<file path="src/rtl/mem_arbiter.sv">
// -----------------------------------------------------------------------------
// mem_arbiter
//   Shares one single-port, synchronous-read data memory between the CPU core
//   and a debug/loader port. At most one access is issued per cycle. A
//   requester that is not granted sees its own gnt low and must hold its
//   request and payload. The debug port may lock ownership for bursts. While
//   the CPU is waiting, the lock lasts at most MAX_LOCK consecutive debug
//   grants.
//
// Ports
//   clk, rst                  clock; synchronous active-low reset
//   cpu_req/we/addr/wdata     CPU request and payload (held until cpu_gnt)
//   cpu_gnt, cpu_stall        access issued this cycle / request waiting
//   cpu_rvalid, cpu_rdata     read return, one cycle after a granted read
//   dbg_req/we/addr/wdata     debug request and payload (held until dbg_gnt)
//   dbg_lock                  keep ownership across consecutive grants
//   dbg_gnt, dbg_rvalid/rdata as for the CPU
//   mem_we/addr/wdata         memory command for the granted side (0 if none)
//   mem_rdata                 memory read data, one cycle after the address
//   stall_cnt                 saturating count of cpu_stall cycles
// -----------------------------------------------------------------------------
module mem_arbiter #(
  parameter int AW       = 8,
  parameter int DW       = 16,
  parameter int MAX_LOCK = 4
) (
  input  logic          clk,
  input  logic          rst,
  input  logic          cpu_req,
  input  logic          cpu_we,
  input  logic [AW-1:0] cpu_addr,
  input  logic [DW-1:0] cpu_wdata,
  output logic          cpu_gnt,
  output logic          cpu_stall,
  output logic          cpu_rvalid,
  output logic [DW-1:0] cpu_rdata,
  input  logic          dbg_req,
  input  logic          dbg_we,
  input  logic [AW-1:0] dbg_addr,
  input  logic [DW-1:0] dbg_wdata,
  input  logic          dbg_lock,
  output logic          dbg_gnt,
  output logic          dbg_rvalid,
  output logic [DW-1:0] dbg_rdata,
  output logic          mem_we,
  output logic [AW-1:0] mem_addr,
  output logic [DW-1:0] mem_wdata,
  input  logic [DW-1:0] mem_rdata,
  output logic [15:0]   stall_cnt
);

  typedef enum logic {MODE_FREE, MODE_LOCK} mode_e;
  typedef enum logic {SIDE_CPU, SIDE_DBG} side_e;

  localparam logic [7:0] MAX_LOCK_C = 8'(MAX_LOCK);

  mode_e       mode_q, mode_d;
  side_e       last_q, last_d;
  logic [7:0]  lock_cnt_q, lock_cnt_d;
  logic        rv_cpu_q, rv_cpu_d;
  logic        rv_dbg_q, rv_dbg_d;
  logic [15:0] stall_cnt_q, stall_cnt_d;

  // Debug keeps the memory only while it is already locked and still asks
  // for the lock. Otherwise the cycle is arbitrated round-robin.
  logic lock_hold;
  assign lock_hold = (mode_q == MODE_LOCK) && dbg_req && dbg_lock;

  // Grant decision: combinational from the current requests and the
  // registered state, so the access is issued in the request cycle.
  always_comb begin
    cpu_gnt = 1'b0;
    dbg_gnt = 1'b0;
    if (rst) begin
      if (lock_hold) begin
        // The CPU breaks the lock once the debug side has used its quota.
        if (cpu_req && (lock_cnt_q == MAX_LOCK_C)) cpu_gnt = 1'b1;
        else                                       dbg_gnt = 1'b1;
      end else if (cpu_req && dbg_req) begin
        // Tie: the side that did not win last time goes first.
        if (last_q == SIDE_DBG) cpu_gnt = 1'b1;
        else                    dbg_gnt = 1'b1;
      end else begin
        cpu_gnt = cpu_req;
        dbg_gnt = dbg_req;
      end
    end
  end

  // Memory command mux. An idle cycle drives all zeros.
  always_comb begin
    mem_we    = 1'b0;
    mem_addr  = '0;
    mem_wdata = '0;
    if (cpu_gnt) begin
      mem_we    = cpu_we;
      mem_addr  = cpu_addr;
      mem_wdata = cpu_wdata;
    end else if (dbg_gnt) begin
      mem_we    = dbg_we;
      mem_addr  = dbg_addr;
      mem_wdata = dbg_wdata;
    end
  end

  assign cpu_stall = cpu_req & ~cpu_gnt;

  // Next-state logic
  always_comb begin
    mode_d     = mode_q;
    last_d     = last_q;
    lock_cnt_d = lock_cnt_q;

    if (cpu_gnt)      last_d = SIDE_CPU;
    else if (dbg_gnt) last_d = SIDE_DBG;

    if (dbg_gnt && dbg_lock) begin
      mode_d = MODE_LOCK;
      if (mode_q == MODE_FREE) begin
        // The entry grant counts as the first locked grant.
        lock_cnt_d = 8'd1;
      end else if (lock_cnt_q != MAX_LOCK_C) begin
        lock_cnt_d = lock_cnt_q + 8'd1;
      end
    end else begin
      mode_d     = MODE_FREE;
      lock_cnt_d = 8'd0;
    end

    rv_cpu_d = cpu_gnt & ~cpu_we;
    rv_dbg_d = dbg_gnt & ~dbg_we;

    stall_cnt_d = stall_cnt_q;
    if (cpu_stall && (stall_cnt_q != 16'hFFFF)) stall_cnt_d = stall_cnt_q + 16'd1;
  end

  always_ff @(posedge clk) begin
    if (!rst) begin
      mode_q      <= MODE_FREE;
      last_q      <= SIDE_DBG;
      lock_cnt_q  <= 8'd0;
      rv_cpu_q    <= 1'b0;
      rv_dbg_q    <= 1'b0;
      stall_cnt_q <= 16'd0;
    end else begin
      mode_q      <= mode_d;
      last_q      <= last_d;
      lock_cnt_q  <= lock_cnt_d;
      rv_cpu_q    <= rv_cpu_d;
      rv_dbg_q    <= rv_dbg_d;
      stall_cnt_q <= stall_cnt_d;
    end
  end

  // A read return that is still pending when reset arrives is suppressed
  // immediately. It is not delivered in the reset cycle.
  assign cpu_rvalid = rv_cpu_q & rst;
  assign dbg_rvalid = rv_dbg_q & rst;
  assign cpu_rdata  = mem_rdata;
  assign dbg_rdata  = mem_rdata;
  assign stall_cnt  = stall_cnt_q;

endmodule

</file>
<file path="config.mk">
export PLATFORM = sky130hd
export DESIGN_NAME = mem_arbiter
export DESIGN_NICKNAME = d
export VERILOG_FILES = /design/src/rtl/mem_arbiter.sv
export SDC_FILE = /design/constraint.sdc
export NUM_CORES = 1
export LEC_CHECK = 0
export ABC_AREA = 1
export CAP_MARGIN = 20
export CORE_MARGIN = 5
export CORE_UTILIZATION = 38
export DETAILED_ROUTE_END_ITERATION = 8
export PLACE_DENSITY = 0.95
export SLEW_MARGIN = 25
export SYNTH_ARGS = -nofsm -noshare
export SYNTH_HDL_FRONTEND = slang
export SYNTH_SLANG_ARGS = --single-unit
export TNS_END_PERCENT = 5
</file>
<file path="constraint.sdc">
create_clock -name clk -period 2.6 [get_ports clk]
set_input_delay 0.26 -clock clk [delete_from_list [all_inputs] [get_ports clk]]
set_output_delay 0.26 -clock clk [all_outputs]
set_load 0.02 [all_outputs]
</file>
==> results of run 1 <==
-- cell type report --
cell class              count  area (um2)  area share, %
multi-input cells         191        1110           37.4
inverters                  35         136           4.60
flip-flops and latches     28         561           18.9
well taps                  72        90.1           3.04
clock buffers               4        55.1           1.86
repair buffers            104        1010           34.2
-- cells in the final DEF (no fill, tap or decap), drive strengths merged --
master | netlist | routed
a21boi | 1 | 1
a21oi | 7 | 7
a22o | 24 | 24
buf | 39 | 4
clkbuf | 2 | 4
clkdlybuf4s50 | 0 | 76
dfxtp | 28 | 28
dlygate4sd2 | 0 | 24
ha | 3 | 3
inv | 35 | 35
nand2 | 61 | 61
nand3 | 14 | 14
nand3b | 2 | 2
nand4 | 6 | 6
nor2 | 46 | 46
nor3 | 8 | 8
o21ai | 3 | 3
o21bai | 1 | 1
xnor2 | 2 | 2
xor2 | 13 | 13
-- metrics by stage --
step | setup TNS (ps) | std cells | power (mW)
2_1_floorplan | 0 | 295 | 0.752
3_3_place_gp | -6.39 | 430 | 0.876
3_5_place_dp | -257 | 430 | 0.884
4_1_cts | 0 | 434 | 1.14
5_1_grt | 0 | 434 | 1.19
6_report | 0 | 434 | 1.13
-- sequential cells by signal, indices dropped and copies added, names as in the netlist --
signal / count
lock_cnt_q: 8
last_q: 1
rv_dbg_q: 1
rv_cpu_q: 1
mode_q: 1
stall_cnt: 16
-- worst max-delay path, cell delays in order, from the launching register on --
cell	delay, ps
sky130_fd_sc_hd__dfxtp_1	360
sky130_fd_sc_hd__inv_1	70
sky130_fd_sc_hd__ha_1	160
sky130_fd_sc_hd__nand3_2	120
sky130_fd_sc_hd__o21bai_4	200
sky130_fd_sc_hd__nand2_2	100
sky130_fd_sc_hd__nor2_4	120
sky130_fd_sc_hd__buf_12	170
sky130_fd_sc_hd__clkdlybuf4s50_1	620
-- how the worst min path moves through the flow --
| stage | cells after the start | slack (ps) | end | start |
|---|---|---|---|---|
| global route | 0 | 520 | dbg_rdata[15] | mem_rdata[15] |
| global placement | 2 | 470 | lock_cnt_q[7] | lock_cnt_q[7] |
| CTS | 2 | 520 | lock_cnt_q[7] | lock_cnt_q[7] |
| finish | 2 | 520 | lock_cnt_q[7] | lock_cnt_q[7] |
| detailed placement | 2 | 500 | lock_cnt_q[7] | lock_cnt_q[7] |
| floorplan | 1 | 330 | rv_dbg_q | dbg_we |
-- cell families after synthesis --
logic type	share of synthesized area, %
buffers and inverters	21.4
AOI/OAI and AO/OA	14.2
xor gates and xnor gates	6.18
DFF	26.4
adders and majority gates	1.77
and+or+nand+nor	30.1
-- per-layer routing --
metal,routed length (um),vias to the layer above
li1,-,1046
met1,2600,938
met2,3290,50
met3,303,2
met4,19,0
met5,0,-
-- power by group through the flow --
stage	clock, mW	combinational, mW	sequential (mW)
floorplan	0	0.248	0.504
global placement	0	0.391	0.485
detailed placement	0	0.398	0.486
CTS	0.286	0.382	0.477
global route	0.299	0.406	0.481
finish	0.273	0.379	0.477
==> results, run 1 <==
- The flow ran to the end, and the final reports show no timing, DRC or antenna violations.
- The first global-routing pass estimated 9.65 mm of wire.
- Once routing completed, OpenROAD measured the worst setup slack at 151 ps.
- The later-pin clock latency in the skew report is 270 ps.
- The die covers 7190 um2.
- In the synthesized netlist the async set-or-reset flop fraction comes to 0%.
- The core region is between 5000 and 6000 um2.
- Post-CTS repair changed the size of 25 cells.
- The initial utilization of the core area, before any placement, comes to 38.8%.
- In the global route stage, met2 resource usage came out at 29.6%.
- For this run, the post-layout net count is 437.
- The number of flops mapped to enable cells by yosys is 0.
- The largest fanout of any net on the critical path is 26.
- The final core utilization is roughly 54%.
- The number of maximum-capacitance constraint violations is 0.
- After synthesis the cells add up to 2130 um2.
- Global routing used 16.2% of the available tracks.
- For this run, global-route usage on met1 was measured as 19.1%.
- The number of buffers created by CTS is 3.
- Combinational cells account for 33.6% of the total power.
- In this run the remaining antenna-violating nets after routing total 0.
- The reg-to-reg critical path endpoint is lock_cnt_q[3].
- The mean area per synthesized cell is 7.21 um2.
- The number of detailed-route iterations in the first pass is 4.
- The final hold slack is about 520 ps.
- The clock transition time at the flip-flop clock pins of the worst setup and hold paths is 100 ps.
- Sequential elements use 26.4% of the synthesized area.
- The number of antenna diodes in the final layout is 0.
- In this run the power spent charging and discharging nets is 0.349 mW.
- The final clock period utilization by the worst path is 94.2%.
- around 150 I/O pins were placed.
- The critical path in this run is classified as flop to output port.
- The power density over the cells is around 380 nW/um2.
- The endpoint required time on the critical path is about 2300 ps.
- For this run, design rule violations remaining after detail routing come to 0.
- Between clock sinks in the finished design, the worst skew comes to 2.32 ps.
- Counting every net in the synthesized netlist gives 369.
- The proportion of power drawn by flip-flops and latches is 42.2%.
- The dominant synthesized flop cell is sky130_fd_sc_hd__dfxtp_1.
- The type of the most critical hold path is flop to flop.
- The routing layer with the top usage in global route is met2.
- The number of post-CTS setup repair buffers is 0.
- Using the TritonRoute via totals, the vias-per-cell ratio works out to around 4.7.
- The horizontal die dimension is 84.8 um.
- The number of DRC violations after detailed-routing iteration 0 is 37.
- The final-report hold violation count is 0.
- The count of warnings emitted by yosys is 0.
- The worst setup path is captured at an output port.
- After routing the design area is slightly below 3000 um2.
- The total leakage power is between 1 and 1.5 nW.
- After detailed routing, the average wire length per cell comes to between 10 and 15 um.
- By area the synthesized netlist is led by sky130_fd_sc_hd__dfxtp_1, sky130_fd_sc_hd__buf_4, sky130_fd_sc_hd__nand2_1.
- The final setup violation count is 0.
- The worst register-to-register path begins at lock_cnt_q[0].
- The clock net in this run drives a total of 28 sinks.
- The share of total power in the clock network is 24.2%.
- In this run the core area contains 27 standard-cell rows.
- The weighted congestion reported at the end of routability-driven placement is 0.851.
- The top cell type by area accounts for 26.4% of the synthesized area.
- The fill cell total of the finished layout is 519.
- STA classifies the critical path startpoint as a flop.
- Data arrives at the worst endpoint at 2190 ps.
- The count of distinct cell types in the synthesized netlist is 28.
- The setup slack after placement is -74.9 ps.
- In this run the number of H-tree levels came out at 1.
- The overall routed net length is 6.22 mm.
- Timing would allow up to 408 MHz.
- The number of antenna violations at the first check in global routing is 0.
- The headroom to the max-slew limit is 73.1%.
- The commonest cells after synthesis are sky130_fd_sc_hd__nand2_1, sky130_fd_sc_hd__nor2_1, sky130_fd_sc_hd__inv_1, sky130_fd_sc_hd__buf_4, sky130_fd_sc_hd__dfxtp_1.
- The met3 usage in global routing is between 4 and 5%.
- The slack of the worst reg-to-reg path is 930 ps.
- TritonCTS built the clock tree.
- The cell-internal power is around 0.78 mW.
- The via count of the first global-routing pass is slightly above 2,000.
- The detailed-route via count is 2,036.
- The max-slew violation count came to 0.
- The share of layout cells above drive strength 1 is roughly 7.5%.
- After legalization and detailed placement, the total HPWL measured around 5.0 mm.
- Compared with the post-synthesis result, the final layout area differs by 39.5%.
- In the synthesized netlist, the number of instances is 295.
- The placement-stage cell area is slightly below 3000 um2.
- The residual overflow from global routing is 0.
- After clock tree synthesis, the flow added hold-fix buffers numbering 0.
- IR analysis of the VDD net gives a maximum drop of 0.000258 V.
- The slew at the pin with the worst max-slew slack is 401 ps.
- The net switching fraction of the power is 30.9%.
- The maximum buffer depth of the clock tree is 2.
- The number of cells on the worst reg-to-reg path is 9.
- The destination of the critical timing path is cpu_gnt.
- Entering global routing, the biggest net connects 28 pins.
- The critical path starts at lock_cnt_q[0].
- The height of the die is 84.8 um.
- The root buffer cell is sky130_fd_sc_hd__clkbuf_8.
- Among all cell types in the netlist, the one instantiated most often is sky130_fd_sc_hd__nand2_1.
- The flip-flop and latch count after synthesis is 28.
- The leading area contributor after synthesis is sky130_fd_sc_hd__dfxtp_1.
- Setup repair after global routing left no endpoint under its margin.
- Port buffering added 100 buffers.
- The worst path in the final design needs a cycle of 2450 ps, including I/O delays and setup.
(Power assumes the default switching activity.)
==> inputs of run 2 (changes only) <==
--- a/config.mk
+++ b/config.mk
@@ -11,6 +11,7 @@
 export CORE_UTILIZATION = 38
 export DETAILED_ROUTE_END_ITERATION = 8
 export PLACE_DENSITY = 0.95
+export SKIP_LAST_GASP = 1
 export SLEW_MARGIN = 25
 export SYNTH_ARGS = -nofsm -noshare
 export SYNTH_HDL_FRONTEND = slang
==> results, run 2 (synthesized netlist as in run 1, its figures left out) <==
- Outcome: finished with violations (was complete, no violations).
- The checks that failed: negative setup slack.
- The overall routed net length is 6.21 mm (was 6.22 mm).
- The number of buffers inserted by port buffering is 100 (unchanged).
- The worst setup margin is -19.0 ps (was 151 ps).
- The diode insertion count for antenna repair came to 0 (unchanged).
- The largest fanout of any net on the critical path was 26 (unchanged).
- The remaining antenna violation count is 0 (unchanged).
- The wire length per cell after detailed routing was 14.3 um (about the same).
- The weighted congestion reported at the end of routability-driven placement is 0.851 (unchanged).
- The fill cell total of the finished layout is 506 (was 519).
- The height of the die is 84.8 um (unchanged).
- The root buffer cell is sky130_fd_sc_hd__clkbuf_8 (unchanged).
- The final-report hold violation count came to 0 (unchanged).
- The share of layout cells above drive strength 1 is 7.46% (unchanged).
- The instance count along the most critical hold path is 2 (unchanged).
- The HPWL after detailed placement came to 5.04 mm (unchanged).
- Unrepaired setup endpoints after global routing: yes (was no).
- The largest net degree at the start of global routing is 28 (unchanged).
- The number of hold-repair buffers added at the cts stage is 0 (unchanged).
- The total chip power is 1.15 mW (was 1.13 mW).
- The horizontal die dimension is 84.8 um (unchanged).
- The slew at the pin with the worst max-slew slack is 401 ps (unchanged).
- The number of detailed-route iterations in the first pass came to 4 (unchanged).
- The sort of element at the end of the critical path is an output port (unchanged).
- The final clock period utilization by the worst path is 101% (was 94.2%).
- The number of cells on the worst reg-to-reg path was 9 (unchanged).
- The first-pass GRT wire length is 9.63 mm (was 9.65 mm).
- The total number of nets in the final design is 437 (unchanged).
- The final standard cell count with taps included and fillers excluded was 434 (unchanged).
- The largest clock skew in the final design is 2.32 ps (about the same).
- The type of the most critical hold path is flop to flop (unchanged).
- The headroom to the max-slew limit is 73.1% (unchanged).
- The clock tree from TritonCTS is yes (unchanged).
- The kind of start point of the critical path is a flop (unchanged).
- The starting utilization of the core area came to 38.8% (unchanged).
- The number of flip-flops under the largest register name is 16 (unchanged).
- The CTS H-tree depth is 1 (unchanged).
- The detailed-route via count is 2,029 (was 2,036).
- The area taken by multi-input logic gates is 1110 um2 (unchanged).
- The die area is 7190 um2 (unchanged).
- The number of maximum-capacitance constraint violations is 0 (unchanged).
- The clock transition time at the flip-flop clock pins of the worst setup and hold paths is 100 ps (about the same).
- The number of clock sinks seen by CTS came to 28 (unchanged).
- The data arrival at the endpoint of the critical path is 2360 ps (was 2190 ps).
- The endpoint required time on the critical path is 2340 ps (about the same).
- The overall track demand over capacity in global routing was 16.2% (about the same).
- The kind of critical path is flop to output port (unchanged).
- The number of buffers created by CTS is 3 (unchanged).
- The final setup violation count is 6 (was 0).
- The core box area came to 5470 um2 (unchanged).
- The residual overflow from global routing was 0 (unchanged).
- The maximum frequency from static timing analysis is 382 MHz (was 408 MHz).
- The number of standard-cell rows in the floorplan came to 27 (unchanged).
- The power density over the cells was 383 nW/um2 (was 381 nW/um2).
- The total leakage power is 1.26 nW (was 1.33 nW).
- The number of placed cells counting well taps is 430 (unchanged).
- The sequential cell area is 561 um2 (unchanged).
- The max-slew violation count is 0 (unchanged).
- The minimum clock period after layout is 2620 ps (was 2450 ps).
- The number of DRC violations after detailed-routing iteration 0 is 46 (was 37).
- The count of unresolved DRC violations after routing is 0 (unchanged).
- Commonest cells after routing, fill and taps aside: sky130_fd_sc_hd__clkdlybuf4s50_1, sky130_fd_sc_hd__nand2_1, sky130_fd_sc_hd__nor2_1 (unchanged).
- The worst voltage drop across the vdd grid is 0.000258 V (about the same).
- The later-pin clock latency in the skew report came to 270 ps (about the same).
- The sum of negative setup slack is -68.3 ps (was 0 ps).
- The relative area change from synthesis to final layout is 41.0% (was 39.5%).
- The maximum buffer depth of the clock tree is 2 (unchanged).
- The detailed-route vias per instance came to 4.68 (was 4.69).
- The I/O pin total came to 149 (unchanged).
- The most common cell after layout, fill and taps aside is sky130_fd_sc_hd__clkdlybuf4s50_1 (unchanged).
- The via count of the first global-routing pass is 2,039 (unchanged).
- The number of antenna violations at the first check in global routing came to 0 (unchanged).
-- run 2: worst max-delay path, cell delays in order (launching register included) --
cell,delay (ps)
sky130_fd_sc_hd__dfxtp_1,360
sky130_fd_sc_hd__inv_1,70
sky130_fd_sc_hd__ha_1,160
sky130_fd_sc_hd__nand3_2,120
sky130_fd_sc_hd__o21bai_4,200
sky130_fd_sc_hd__nand2_2,100
sky130_fd_sc_hd__nor2_4,120
sky130_fd_sc_hd__buf_12,170
sky130_fd_sc_hd__a22o_1,170
sky130_fd_sc_hd__clkdlybuf4s50_1,610
-- run 2: worst paths after layout --
| path | end | slack [ps] | startpoint |
|---|---|---|---|
| setup reg to reg | lock_cnt_q[3] | 920 | lock_cnt_q[0] |
| hold reg to reg | lock_cnt_q[7] | 520 | lock_cnt_q[7] |
| setup / recovery | mem_wdata[14] | -20 | lock_cnt_q[0] |
| hold / removal | lock_cnt_q[7] | 520 | lock_cnt_q[7] |
-- run 2: stage by stage --
step | cell area [um2] | hold WS, ps | setup WS, ps | utilization, %
floorplan | 2130 | 332 | 855 | -
global placement | 2940 | 467 | -6.39 | 53.7
detailed placement | 2940 | 505 | -74.9 | 53.7
CTS | 2990 | 519 | -83.2 | 54.7
global route | 3000 | 520 | -155 | 54.8
finish | 3000 | 520 | -19.0 | 54.8
-- run 2: what timing repair did --
item / 4_1_cts / 5_1_grt
gates resized for setup: 1 / 2
pin swaps: 0 / 0
endpoints found under the setup margin: 24 / 24
buffers inserted: 0 / 0
hold endpoints to repair: 0 / 0
-- run 2: layout make-up --
class	count	area share, %
repair buffers	104	34.9
flip-flops and latches	28	18.7
multi-input cells	191	37.0
inverters	35	4.55
clock buffers	4	1.84
well taps	72	3.01
-- run 2: report_power, final --
part	internal, mW	leakage (nW)	switching [mW]	total (mW)
combinational	0.211	0.999	0.186	0.397
sequential	0.451	0.229	0.0256	0.477
clock	0.136	0.0288	0.137	0.273
total	0.797	1.26	0.349	1.15
-- run 2: per-layer routing --
| layer | share of wire [%] | wire length, um | up-vias | track usage [%] |
|---|---|---|---|---|
| li1 | - | - | 1046 | - |
| met1 | 42 | 2590 | 932 | 19.1 |
| met2 | 53 | 3280 | 49 | 29.5 |
| met5 | 0 | 0 | - | 0 |
| met4 | 0.31 | 19 | 0 | 2.73 |
| met3 | 5.0 | 309 | 2 | 4.51 |
==> inputs of run 3 (changes only) <==
--- a/config.mk
+++ b/config.mk
@@ -9,6 +9,7 @@
 export CAP_MARGIN = 20
 export CORE_MARGIN = 5
 export CORE_UTILIZATION = 38
+export CTS_BUF_LIST = sky130_fd_sc_hd__clkbuf_4 sky130_fd_sc_hd__clkbuf_8 sky130_fd_sc_hd__clkbuf_16
 export DETAILED_ROUTE_END_ITERATION = 8
 export PLACE_DENSITY = 0.95
 export SKIP_LAST_GASP = 1
==> results of run 3 <==
Same layout as run 2: the final DEF is identical, and so are final timing and power.
